[config.mk]
export PLATFORM = sky130hd
export DESIGN_NAME = cmp_pair_queue
export DESIGN_NICKNAME = d
export VERILOG_FILES = /design/src/rtl/cmp_pair_queue.sv
export SDC_FILE = /design/constraint.sdc
export NUM_CORES = 1
export LEC_CHECK = 0
export CORE_ASPECT_RATIO = 0.6
export CORE_UTILIZATION = 45
export DETAILED_ROUTE_END_ITERATION = 10
export PLACE_DENSITY_LB_ADDON = 0.15
export SYNTH_ARGS = -nofsm -noshare
export SYNTH_HDL_FRONTEND = slang
export SYNTH_SLANG_ARGS = --single-unit
[constraint.sdc]
create_clock -name clk -period 1.9 [get_ports clk]
set_clock_uncertainty 0.05 [all_clocks]
set_input_delay 0.475 -clock clk [delete_from_list [all_inputs] [get_ports clk]]
set_output_delay 0.475 -clock clk [all_outputs]
set_load 0.02 [all_outputs]
[src/rtl/cmp_pair_queue.sv]
// cmp_pair_queue: operand-staging FIFO in front of a combinational magnitude
// comparator. Operand pairs are queued, the head pair is presented to the
// comparator, and each pair is registered with its result into an output
// stage that uses a valid/ready handshake. Result codes: 00 equal, 01 a>b,
// 10 a<b, 11 illegal (captured result sets the sticky err flag).
module cmp_pair_queue #(
  parameter int WIDTH = 5,
  parameter int DEPTH = 4,
  parameter int CW    = 3
) (
  input  logic             clk,
  input  logic             rst_n,
  input  logic             in_valid,
  output logic             in_ready,
  input  logic [WIDTH-1:0] in_a,
  input  logic [WIDTH-1:0] in_b,
  output logic [WIDTH-1:0] cmp_a,
  output logic [WIDTH-1:0] cmp_b,
  input  logic [1:0]       cmp_r,
  output logic             out_valid,
  input  logic             out_ready,
  output logic [WIDTH-1:0] out_a,
  output logic [WIDTH-1:0] out_b,
  output logic [1:0]       out_r,
  output logic [CW-1:0]    count,
  output logic             err
);

  localparam int PW = (DEPTH > 2) ? $clog2(DEPTH) : 1;

  // Operand storage; deliberately not reset, only the pointers/count are.
  logic [WIDTH-1:0] mem_a_q [DEPTH];
  logic [WIDTH-1:0] mem_b_q [DEPTH];

  logic [PW-1:0]    wr_ptr_q, wr_ptr_d;
  logic [PW-1:0]    rd_ptr_q, rd_ptr_d;
  logic [CW-1:0]    count_q, count_d;
  logic             out_valid_q, out_valid_d;
  logic [WIDTH-1:0] out_a_q, out_a_d;
  logic [WIDTH-1:0] out_b_q, out_b_d;
  logic [1:0]       out_r_q, out_r_d;
  logic             err_q, err_d;

  logic full_s;
  logic push_s;
  logic pop_s;

  // Full is judged from the count, so pointer equality never has to
  // distinguish full from empty. No write-through when full.
  assign full_s = (count_q == CW'(DEPTH));
  assign push_s = in_valid && !full_s;
  assign pop_s  = (count_q != CW'(0)) && (!out_valid_q || out_ready);

  assign in_ready  = !full_s;
  assign cmp_a     = mem_a_q[rd_ptr_q];
  assign cmp_b     = mem_b_q[rd_ptr_q];
  assign out_valid = out_valid_q;
  assign out_a     = out_a_q;
  assign out_b     = out_b_q;
  assign out_r     = out_r_q;
  assign count     = count_q;
  assign err       = err_q;

  // Next-state logic for pointers, occupancy, output stage and sticky error.
  always_comb begin
    wr_ptr_d    = wr_ptr_q;
    rd_ptr_d    = rd_ptr_q;
    count_d     = count_q;
    out_valid_d = out_valid_q;
    out_a_d     = out_a_q;
    out_b_d     = out_b_q;
    out_r_d     = out_r_q;
    err_d       = err_q;

    if (push_s) begin
      wr_ptr_d = wr_ptr_q + PW'(1);
    end else begin
      wr_ptr_d = wr_ptr_q;
    end

    case ({push_s, pop_s})
      2'b10:   count_d = count_q + CW'(1);
      2'b01:   count_d = count_q - CW'(1);
      default: count_d = count_q;
    endcase

    if (pop_s) begin
      rd_ptr_d    = rd_ptr_q + PW'(1);
      out_valid_d = 1'b1;
      out_a_d     = cmp_a;
      out_b_d     = cmp_b;
      out_r_d     = cmp_r;
      if (cmp_r == 2'b11) begin
        err_d = 1'b1;
      end else begin
        err_d = err_q;
      end
    end else if (out_valid_q && out_ready) begin
      out_valid_d = 1'b0;
    end else begin
      out_valid_d = out_valid_q;
    end
  end

  // Control and output-stage registers with asynchronous reset.
  always_ff @(posedge clk or negedge rst_n) begin
    if (!rst_n) begin
      wr_ptr_q    <= PW'(0);
      rd_ptr_q    <= PW'(0);
      count_q     <= CW'(0);
      out_valid_q <= 1'b0;
      out_a_q     <= WIDTH'(0);
      out_b_q     <= WIDTH'(0);
      out_r_q     <= 2'b00;
      err_q       <= 1'b0;
    end else begin
      wr_ptr_q    <= wr_ptr_d;
      rd_ptr_q    <= rd_ptr_d;
      count_q     <= count_d;
      out_valid_q <= out_valid_d;
      out_a_q     <= out_a_d;
      out_b_q     <= out_b_d;
      out_r_q     <= out_r_d;
      err_q       <= err_d;
    end
  end

  // Operand storage write on an accepted push.
  always_ff @(posedge clk) begin
    if (push_s) begin
      mem_a_q[wr_ptr_q] <= in_a;
      mem_b_q[wr_ptr_q] <= in_b;
    end
  end

endmodule

# Word-level counts from Yosys, hierarchy flattened
# Memory sizes are Yosys's and may differ from the RTL's.
# Cells that the tools add are included.
[op_classes]
bitwise = 0
mux = 5
div_mod_pow = 0
shift = 0
eq_ne = 4
add_sub_neg = 4
n_lt_le_gt_ge = 0
multipliers = 0
reduce_logical = 10
[ops]
columns = ["cell", "n"]
rows = [
  ["case mux 3 bit (2 select lines)", 1],
  ["adder 2 x 1 -> 2 bit, second input constant", 2],
  ["== test 2 bit, second input constant", 2],
  ["2-to-1 mux 1 bit", 4],
  ["nonzero test 2 bit", 2],
  ["adder 3 x 1 -> 3 bit, second input constant", 1],
  ["== test 3 bit, second input constant", 1],
  ["logical AND 1 bit", 3],
  ["nonzero test 3 bit", 1],
  ["subtractor 3 x 1 -> 3 bit, second input constant", 1],
  ["== test 2 x 1 -> 1 bit, second input constant", 1],
  ["zero test 1 bit", 2],
  ["AND reduction 2 bit", 1],
  ["logical OR 1 bit", 1],
]
[totals]
input_bits = 16
memories = 2
register_bits = 21
output_inout_bits = 28
latchBits = 0
mem_bits_rw = 40
word_cells = 33
rom_bits = 0
[memory_table]
columns = ["name", "depth", "width", "rd", "rd_clocked_by_memory_dff", "write_ports", "line_no", "source"]
rows = [
  ["mem_a_q", 4, 5, 1, 0, 1, "32", "logic [WIDTH-1:0] mem_a_q [DEPTH];"],
  ["mem_b_q", 4, 5, 1, 0, 1, "33", "logic [WIDTH-1:0] mem_b_q [DEPTH];"],
]

# Depth between registers and ports, before layout
[depth]
word_depth = 5
mapped_depth = 9
depth_no_buf = 9

# Worst setup path before layout
# Ideal clock, no wire load.
[synth_timing]
path_type = "register -> register"
startpoint = "reg count_q[2] (netlist: count[2])"
endpoint = "reg count_q[2] (netlist: count[2])"
slack_ps = -359
t_required_ps = 1770
path_stages_with_launch = 10
setup_ps = 80
t_arrival_ps = 2129
n_path_buf = 0
cell_sequence = "dfrtp_1 or3b_4 and2_4 inv_1 ha_1 inv_1 fa_1 xor2_1 nor2_1 xor2_1"
[synth_between]
elab_chain_len = 5
[synth_lines]
columns = ["element", "line_no", "source"]
rows = [
  ["start: declaration", "37", "logic [CW-1:0] count_q, count_d;"],
  ["start signal: assignment", "119", "count_q <= count_d;"],
  ["== test 3 bit (*)", "50", "assign full_s = (count_q == CW'(DEPTH));"],
  ["zero test 1 bit (*)", "-", ""],
  ["named net in_ready", "14", "output logic in_ready,"],
  ["logical AND 1 bit (*)", "51", "assign push_s = in_valid && !full_s;"],
  ["== test 2 x 1 -> 1 bit / == test 2 bit (equally long branches)", "81", "case ({push_s, pop_s})"],
  ["case mux 3 bit (2 select lines) / nonzero test 2 bit (equally long branches)", "-", ""],
]
# The timed path passes the listed nets; every way through them passes the cells marked *.
# A chain may end at the register's enable or synchronous reset.

# Worst setup path after layout
[layout_timing]
startpoint = "reg rd_ptr_q[0]"
endpoint = "out cmp_b[2]"
[layout_between]
elab_chain_len = 1
[layout_lines]
columns = ["element", "line_no", "source"]
rows = [
  ["start: declaration", "36", "logic [PW-1:0] rd_ptr_q, rd_ptr_d;"],
  ["start signal: assignment", "118", "rd_ptr_q <= rd_ptr_d;"],
  ["memory read (4 x 5 bit)", "-", ""],
  ["end: declaration", "18", "output logic [WIDTH-1:0] cmp_b,"],
]
# Every way passes these cells.

==> flow_summary.ini <==
[critical_path]
path_cells = buf_6 > mux4_2 > buf_6
cp_slowest_cell = mux4_2
reg2reg_to = count[2]
rr_worst_depth = 9
rrSetupSlack_ps = -120
cp_common_cell = buf_6
worst_setup_path_end_kind = output pin
crit_path_max_incr_delay_ps = 550
worst-path-max-fanout = 6
crit_type = reg2out
reg2reg_from = count[1]
startpoint_type = flop
crit_arrival_ps = 1600
worstPathRequired_ps = 1370

[power]
fin_total_pwr_uw = 5828
peakVddDrop_mv = 0.7572
power_leakage_uw = 0.001337
p_per_area_nw_per_um2 = 1740

[flow_run]
cap_viol_max_count = 0

[die]
start_util_pct = 47.29
core_um2 = 5130
std_cell_rows = 20
die_h_um = 58.88
io_pins = 44
dieArea_um2 = 5699
fp.dieW_um = 96.79

[routing]
vias = 1314
drt_iter0_drc = 26
routed_wl_um = 4584
drt_drc_violations_left = 0
first_pass_iters = 4
ant_nets = 0
routedWlPerCell_um = 17.04
vias_per_cell = 4.885

[outcome]
violations = setup timing
status = finished, violations left

[synth]
synth_seq_cells = 61
syn_nets = 142
synth_edf_count = 40
synth_ff_type = edfxtp_1
synth_top_area_share_pct = 49.51
syn_inst = 120
synthTopCellsByArea = edfxtp_1, dfrtp_1, mux4_2
ys_types = 25
ys_warn_count = 0
synth_area_per_cell_um2 = 20.22
synthArstFlopShare_pct = 34.43
yosysTopAreaCell = edfxtp_1
syn_area_um2 = 2426
synth-seq-area-share_pct = 71.17

[hold_path]
hold_end = err
worstHoldPathType = reg2reg
hold_start = err
min_path_cells = 1

[global_route]
grt_max_degree = 22
antenna_found_initial = 0
grt_overflow = 0
grt_pass1_vias = 1436
grt_pass1_wl_um = 7293
grt_use_total_pct = 18.27

[sta]
hold_violations = 0
rsz0062_at_grt = true
finalCritPeriodShare_pct = 112.0
worst_slew_pin_slew_ps = 313.6
setup_viol = 11
maxSlewHeadroom_pct = 79.10
slew_viol_final = 0
fin_crit_ps = 2129
fin_ws_ps = -228.7
fmax_ghz = 0.4698

[layout]
final_cell_mix = edfxtp_1, clkdlybuf4s50_1, buf_4, dfrtp_1, buf_6
mostFrequentLayoutCell = edfxtp_1
drive_gt1_share_pct = 42.86
final_nets = 220
area_growth_pct = 38.06
fin_cells = 269
diodes = 0

[clocking]
path_clk_slew_ps = 70
cts_buffers = 9
cts.sinks = 61
ctsHtreeMaxLevel = 3
root_buffer = clkbuf_8
clock_latency_ps = 330
clockBufferDepth = 2
cts_tree = yes

[placement]
dp_hpwl_um = 3222
place_congestion = 0.6867
dp.cells = 248
io_buffers = 43
preCtsSetupSlack_ps = -424.5
[what timing repair did]
item                                    in CTS  in global routing
pin swaps                                    4                  0
endpoints found under the setup margin      16                 14
hold buffers                                 0                  0
gates resized for setup                     69                  4
buffers inserted                             2                  3
[critical path: cells and delay by family (launching register included)]
kind / cells / cell delay (ps)
mux: 1 / 550
flops: 1 / 410
buf+inv: 2 / 330
[state kept, by name, indices dropped and copies added, names as in the netlist]
name and cells:
err 1, rd_ptr_q 2, mem_a_q 20, out_a 5
out_r 2, mem_b_q 20, out_valid 1, count 3
wr_ptr_q 2, out_b 5
[how the worst max path moves through the flow]
| stage | end | slack [ps] | start | depth (start not counted) |
|---|---|---|---|---|
| 6_report | cmp_b[2] | -230 | rd_ptr_q[0] | 3 |
| 5_1_grt | cmp_b[2] | -300 | rd_ptr_q[0] | 3 |
| 4_1_cts | cmp_b[2] | -250 | rd_ptr_q[0] | 3 |
| 3_5_place_dp | count[2] | -420 | out_ready | 9 |
| 3_3_place_gp | count[2] | -350 | out_ready | 9 |
| 2_1_floorplan | count[2] | -270 | count[0] | 9 |
[per-layer routing]
metal	global-route usage [%]	vias to the layer above	wire, µm
met5	0	-	0
met4	7.036	0	30
met3	6.532	2	209
met2	30.68	35	2278
met1	22.27	665	2065
li1	-	612	-
[cell type report]
cell class	count	area [µm²]
Multi-Input combinational cell	49	661.9
Tap cell	66	82.58
Clock inverter	7	66.31
Fill cell	342	1780
Timing Repair Buffer	70	656.9
Clock buffer	9	123.9
Inverter	7	28.78
Sequential cell	61	1729
[power breakdown]
group / total, µW / internal (µW) / leakage, µW / switching [µW]
Combinational: 2740 / 1490 / 0.000643 / 1260
Clock: 1080 / 595 / 0.0000903 / 486
Sequential: 2010 / 1830 / 0.000604 / 172
[kinds of logic (layout without fill, tap and decap cells)]
| family | count (synthesis) | count (layout) | share of synthesized area (%) |
|---|---|---|---|
| flip-flops | 61 | 61 | 71.17 |
| buffers and inverters | 10 | 93 | 2.063 |
| adder cells (fa/ha/maj) | 6 | 6 | 3.404 |
| XOR/XNOR | 6 | 6 | 2.166 |
| multiplexers | 24 | 24 | 17.43 |
| AO/OA/AOI/OAI | 2 | 2 | 0.7222 |
| AND/OR/NAND/NOR | 11 | 11 | 3.042 |
[Yosys cell counts (all sizes together), types with 2 or more instances]
master / n
edfxtp: 40
dfrtp: 21
mux2: 13
mux4: 10
inv: 7
ha: 5
and3: 4
xor2: 4
buf: 3
xnor2: 2
[metrics by stage]
stage / instance area (µm²) / TNS (ps) / util [%] / hold slack (ps)
final: 3349 / -2118 / 65.29 / 419.8
after global routing: 3349 / -3066 / 65.29 / 456.0
after global placement: 3110 / -4310 / 60.63 / 405.4
after detailed placement: 3110 / -5186 / 60.63 / 409.7
after CTS: 3316 / -2342 / 64.63 / 427.3
after floorplan: 2444 / -417.7 / - / 129.4
Power figures use the tool's default switching activity.
